## config.mk

```make
export PLATFORM = sky130hd
export DESIGN_NAME = hi_lo_mdu_ctrl
export DESIGN_NICKNAME = d
export VERILOG_FILES = /design/src/rtl/hi_lo_mdu_ctrl.sv
export SDC_FILE = /design/constraint.sdc
export NUM_CORES = 2
export LEC_CHECK = 0
export BUFFER_PORTS_ARGS = -buffer_cell sky130_fd_sc_hd__buf_4
export CELL_PAD_IN_SITES_DETAIL_PLACEMENT = 1
export CELL_PAD_IN_SITES_GLOBAL_PLACEMENT = 1
export CORE_UTILIZATION = 51
export DETAILED_ROUTE_END_ITERATION = 12
export PLACE_DENSITY_LB_ADDON = 0.05
export SYNTH_ARGS = -nofsm -noshare
export SYNTH_HDL_FRONTEND = slang
export SYNTH_SLANG_ARGS = --single-unit
```

## constraint.sdc

```tcl
create_clock -name clk -period 12.8 [get_ports clk]
set_clock_uncertainty 0.1 [all_clocks]
set_input_delay 1.92 -clock clk [delete_from_list [all_inputs] [get_ports clk]]
set_output_delay 1.92 -clock clk [all_outputs]
set_load 0.01 [all_outputs]
```

## src/rtl/hi_lo_mdu_ctrl.sv

```systemverilog
// HI/LO register owner for the EXE stage: sequences a pipelined multiplier
// and a radix-2 restoring divider, and holds EXE until the result has committed.
module hi_lo_mdu_ctrl #(
   parameter int          MUL_STAGES = 2,
   parameter logic [31:0] HILO_RESET = 32'h0
) (
   input  logic        clk,
   input  logic        reset,
   input  logic        op_valid,
   input  logic [7:0]  hi_lo_op,
   input  logic [31:0] src1,
   input  logic [31:0] src2,
   input  logic        op_fire,
   input  logic        wr_disable,
   input  logic        flush,
   output logic        hi_lo_ready,
   output logic [31:0] hi_lo_result,
   output logic        busy,
   output logic [31:0] hi_q,
   output logic [31:0] lo_q
);

   localparam int OP_MULT  = 0;
   localparam int OP_MULTU = 1;
   localparam int OP_DIV   = 2;
   localparam int OP_DIVU  = 3;
   localparam int OP_MFHI  = 4;
   localparam int OP_MFLO  = 5;
   localparam int OP_MTHI  = 6;
   localparam int OP_MTLO  = 7;

   localparam logic [5:0] MUL_CNT_INIT = 6'(MUL_STAGES - 1);

   typedef enum logic [2:0] {S_IDLE, S_MUL, S_DIV, S_FIX, S_DONE} state_t;

   state_t      state_q, state_d;
   logic [5:0]  cnt_q, cnt_d;
   logic [32:0] mul_a_q, mul_a_d;
   logic [32:0] mul_b_q, mul_b_d;
   logic [31:0] dvs_q, dvs_d;
   logic [31:0] quo_q, quo_d;
   logic [31:0] rem_q, rem_d;
   logic        neg_q, neg_d;
   logic        rsign_q, rsign_d;
   logic [31:0] hi_d, lo_d;

   logic        is_mul, is_div, is_signed, abort;
   logic [63:0] prod_full, mul_res;
   logic [32:0] div_tmp;
   logic        div_ge;
   logic [31:0] div_sub, quo_fix, rem_fix;

   assign is_mul    = hi_lo_op[OP_MULT] | hi_lo_op[OP_MULTU];
   assign is_div    = hi_lo_op[OP_DIV]  | hi_lo_op[OP_DIVU];
   assign is_signed = hi_lo_op[OP_MULT] | hi_lo_op[OP_DIV];
   assign abort     = flush | ~op_valid;

   // Operand registers form the first multiplier stage; the product itself
   // passes through MUL_STAGES-1 further registers and commits from the last one.
   assign prod_full = 64'($signed(mul_a_q)) * 64'($signed(mul_b_q));

   generate
      if (MUL_STAGES == 1) begin : g_no_pipe
         assign mul_res = prod_full;
      end else begin : g_pipe
         logic [63:0] stage_q [MUL_STAGES-1];
         logic [63:0] stage_d [MUL_STAGES-1];
         for (genvar gi = 0; gi < MUL_STAGES - 1; gi++) begin : g_stage
            if (gi == 0) begin : g_first
               assign stage_d[gi] = prod_full;
            end else begin : g_next
               assign stage_d[gi] = stage_q[gi-1];
            end
            always_ff @(posedge clk or posedge reset) begin
               if (reset) stage_q[gi] <= 64'h0;
               else       stage_q[gi] <= stage_d[gi];
            end
         end
         assign mul_res = stage_q[MUL_STAGES-2];
      end
   endgenerate

   assign div_tmp = {rem_q, quo_q[31]};
   assign div_ge  = div_tmp >= {1'b0, dvs_q};
   assign div_sub = div_tmp[31:0] - dvs_q;
   assign quo_fix = neg_q   ? -quo_q : quo_q;
   assign rem_fix = rsign_q ? -rem_q : rem_q;

   always_ff @(posedge clk or posedge reset) begin
      if (reset) begin
         state_q <= S_IDLE;
         cnt_q   <= 6'd0;
         mul_a_q <= 33'd0;
         mul_b_q <= 33'd0;
         dvs_q   <= 32'd0;
         quo_q   <= 32'd0;
         rem_q   <= 32'd0;
         neg_q   <= 1'b0;
         rsign_q <= 1'b0;
         hi_q    <= HILO_RESET;
         lo_q    <= HILO_RESET;
      end else begin
         state_q <= state_d;
         cnt_q   <= cnt_d;
         mul_a_q <= mul_a_d;
         mul_b_q <= mul_b_d;
         dvs_q   <= dvs_d;
         quo_q   <= quo_d;
         rem_q   <= rem_d;
         neg_q   <= neg_d;
         rsign_q <= rsign_d;
         hi_q    <= hi_d;
         lo_q    <= lo_d;
      end
   end

   always_comb begin
      state_d = state_q;
      case (state_q)
         S_IDLE: begin
            if (op_valid && !flush) begin
               if (is_mul)      state_d = S_MUL;
               else if (is_div) state_d = S_DIV;
            end
         end
         S_MUL:  if (abort) state_d = S_IDLE; else if (cnt_q == 6'd0) state_d = S_DONE;
         S_DIV:  if (abort) state_d = S_IDLE; else if (cnt_q == 6'd0) state_d = S_FIX;
         S_FIX:  state_d = abort ? S_IDLE : S_DONE;
         S_DONE: if (op_fire || abort) state_d = S_IDLE;
         default: state_d = S_IDLE;
      endcase
   end

   always_comb begin
      cnt_d   = cnt_q;
      mul_a_d = mul_a_q;
      mul_b_d = mul_b_q;
      dvs_d   = dvs_q;
      quo_d   = quo_q;
      rem_d   = rem_q;
      neg_d   = neg_q;
      rsign_d = rsign_q;
      hi_d    = hi_q;
      lo_d    = lo_q;
      case (state_q)
         S_IDLE: begin
            if (op_valid && !flush && is_mul) begin
               cnt_d   = MUL_CNT_INIT;
               mul_a_d = {is_signed & src1[31], src1};
               mul_b_d = {is_signed & src2[31], src2};
            end else if (op_valid && !flush && is_div) begin
               cnt_d   = 6'd31;
               quo_d   = (is_signed && src1[31]) ? -src1 : src1;
               dvs_d   = (is_signed && src2[31]) ? -src2 : src2;
               rem_d   = 32'd0;
               neg_d   = is_signed & (src1[31] ^ src2[31]);
               rsign_d = is_signed & src1[31];
            end
            if (op_valid && op_fire && !wr_disable && !flush) begin
               if (hi_lo_op[OP_MTHI]) hi_d = src1;
               if (hi_lo_op[OP_MTLO]) lo_d = src1;
            end
         end
         S_MUL: cnt_d = cnt_q - 6'd1;
         S_DIV: begin
            cnt_d = cnt_q - 6'd1;
            rem_d = div_ge ? div_sub : div_tmp[31:0];
            quo_d = {quo_q[30:0], div_ge};
         end
         default: ;
      endcase
      // Commit happens only on the edge that actually enters DONE, so abort wins.
      if (state_d == S_DONE && state_q != S_DONE && !wr_disable) begin
         if (state_q == S_MUL) begin
            hi_d = mul_res[63:32];
            lo_d = mul_res[31:0];
         end else begin
            hi_d = rem_fix;
            lo_d = quo_fix;
         end
      end
   end

   always_comb begin
      hi_lo_ready  = 1'b0;
      hi_lo_result = 32'd0;
      busy         = (state_q != S_IDLE);
      if (state_q == S_IDLE)
         hi_lo_ready = op_valid & (|hi_lo_op[OP_MTLO:OP_MFHI]);
      else if (state_q == S_DONE)
         hi_lo_ready = 1'b1;
      if (hi_lo_op[OP_MFHI])      hi_lo_result = hi_q;
      else if (hi_lo_op[OP_MFLO]) hi_lo_result = lo_q;
   end

endmodule

```

==> results.cfg <==
[yosys]
ys_seq_area_frac = 0.138
syn-cell-area_um2 = 54500
syn_nets = 7360
ys_warn_count = 0
syn_avg_cell_area_um2 = 9.23
synth_seq_cells = 301
synth-edff-count = 0
synthFlopType = dfrtp_1
synthArstFlopShare = 1.00
synth_cell_type_count = 76
syn_inst = 5906

[clock_network]
cts.path.max_buffers = 3
cts_setup_buffers = 0
postCtsHoldBufs = 0
clock_latency_ps = 570
htreeDepth = 2
cts_root_buffer = clkbuf_16
cts_buffers = 36
ctsResizeCount = 0
cts_sinks = 301
tritoncts = done
clk_pin_slew_worst_paths_ps = 70

[die]
core.rowCount = 119
boundaryPins = 176
die-area_um2 = 108000
coreArea_um2 = 106000
floorplan.initialDensity = 0.516
dieWidth_um = 329
dieHeight_um = 329

[worst_setup_path]
critPathCaptureType = flip-flop
worstSetupPathType = flip-flop to flip-flop
path_max_fanout = 33
worstPathArrival_ps = 10000
critPathMaxStageDelay_ps = 1030
start_kind = flip-flop
cp.required_ps = 13120
cp_slowest_cell = fa_1
crit_buf_inv = 7
crit_family = adder cells
path_common_cell = fa_1

[sta]
period_share = 0.756
rsz0062_at_grt = no
fmax_ghz = 0.103
min_period_ps = 9680
finalSetupViolations = 0
slew_violations = 0
tightestPinTransition_ps = 1220
tns_ps = 0
final_hold_viol_count = 0
slew_headroom = 0.186

[cells_and_area]
drive_gt1_frac = 0.0623
nNetsFinal = 7332
final_common_cell = inv_1
layout_common_cells = 1,127 x inv_1, 1,126 x fa_1, 900 x nand2_1
syn_to_final_growth_pct = 6.69

[placement]
gp_congestion = 0.883
place_hpwl_um = 137000
port_buffers = 175

[global_route]
grt_max_degree = 111
antenna_found_initial = 12
grt_overflow = 0
globalRouteTotalUtil = 0.337
grt_pass1_wl_um = 276000
grt_pass1_vias = 46400

[route]
drtIter0Drc = 2602
num_vias = 41600
drt-total-wl_um = 177000
wl_per_cell_um = 24.2
firstDrtPassIters = 10
viasPerCell = 5.70
drc = 42
ant_nets = 0

[run]
cap_violations = 0

[status]
violations = design-rule violations
status = finished, violations left

[hold_path]
holdCritPathClass = flip-flop to flip-flop
metrics by stage:
stage | worst slack, ps | instances | utilization | hold slack, ps | cell area (µm²)
after floorplan | 2460 | 5906 | - | 350 | 54500
after global placement | 3370 | 7231 | 0.540 | 363 | 57000
after detailed placement | 3200 | 7231 | 0.540 | 371 | 57000
after CTS | 3130 | 7294 | 0.551 | 385 | 58100
after global routing | 2780 | 7299 | 0.551 | 402 | 58100
final | 3120 | 7301 | 0.551 | 379 | 58100
final timing paths:
| path | startpoint | depth (start not counted) | endpoint | slack (ps) |
|---|---|---|---|---|
| setup / recovery | mul_a_q[32] | 25 | g_pipe.stage_q[63] | 3120 |
| hold / removal | dvs_q[30] | 2 | dvs_q[30] | 380 |
| setup reg to reg | mul_a_q[32] | 25 | g_pipe.stage_q[63] | 3120 |
| hold reg to reg | dvs_q[30] | 2 | dvs_q[30] | 380 |
| max in group asynchronous | reset | 4 | mul_a_q[25] | 8700 |
| min in group asynchronous | reset | 2 | state_q[2] | 1370 |
flip-flops by register name, indices dropped and copies added (netlist names):
register / flops
cnt_q: 6
g_pipe.stage_q: 64
mul_a_q: 33
lo_q: 32
quo_q: 32
dvs_q: 32
state_q: 3
rsign_q: 1
neg_q: 1
hi_q: 32
rem_q: 32
mul_b_q: 33
routing by layer:
layer  share of wire  wire (µm)  global-route usage  vias to the layer above
met1            0.43      75600               0.463                    22300
met5         0.00028         49                   0                        -
met2            0.49      86300               0.568                     1194
met4           0.027       4820              0.0846                        8
li1                -          -                   -                    17900
met3           0.058      10300              0.0386                      235
final cells by class:
type,count,area [µm²]
clock inverters,14,129
flip-flops and latches,301,7550
multi-input cells,4149,41500
inverters,1128,4240
diodes,7,17.5
repair buffers,262,1970
clock buffers,49,1010
fillers,12100,47400
well taps,1391,1740
cell families (layout without fill, tap and decap cells):
kind of cell               Yosys count  in the layout  share of synthesized area
other                                0              7                          0
xor gates and xnor gates           223            223                     0.0358
DFF                                301            301                      0.138
adders and majority gates         1376           1376                      0.471
buffers and inverters             1456           1453                      0.102
muxes                               86             86                     0.0159
and+or+nand+nor                   1785           1785                      0.157
AOI/OAI and AO/OA                  679            679                     0.0803
synth_stat cells (21+ instances only):
master	count	share of area
inv_1	1128	0.078
fa_1	1126	0.41
nand2_1	901	0.062
and2_1	527	0.061
clkbuf_1	314	0.022
dfrtp_1	301	0.14
ha_1	250	0.057
o21ai_0	233	0.021
nor2_1	135	0.0093
xnor2_1	122	0.020
a21oi_1	106	0.0097
xor2_1	101	0.016
mux2i_1	82	0.015
a21o_1	61	0.0084
o211ai_1	57	0.0079
nand3_1	54	0.0050
a22o_1	34	0.0055
o31ai_1	33	0.0045
nor3_1	31	0.0028
a22oi_1	28	0.0039
nand2b_1	24	0.0028
a211oi_1	21	0.0029
tightest hold or removal path, stage by stage, from the launching register on:
cell     delay, ps
dfrtp_1        340
nand2_1         50
o21ai_0         60
Power is not shown: default switching activity piles up to over one toggle a cycle in this logic, so the estimate is an artifact.
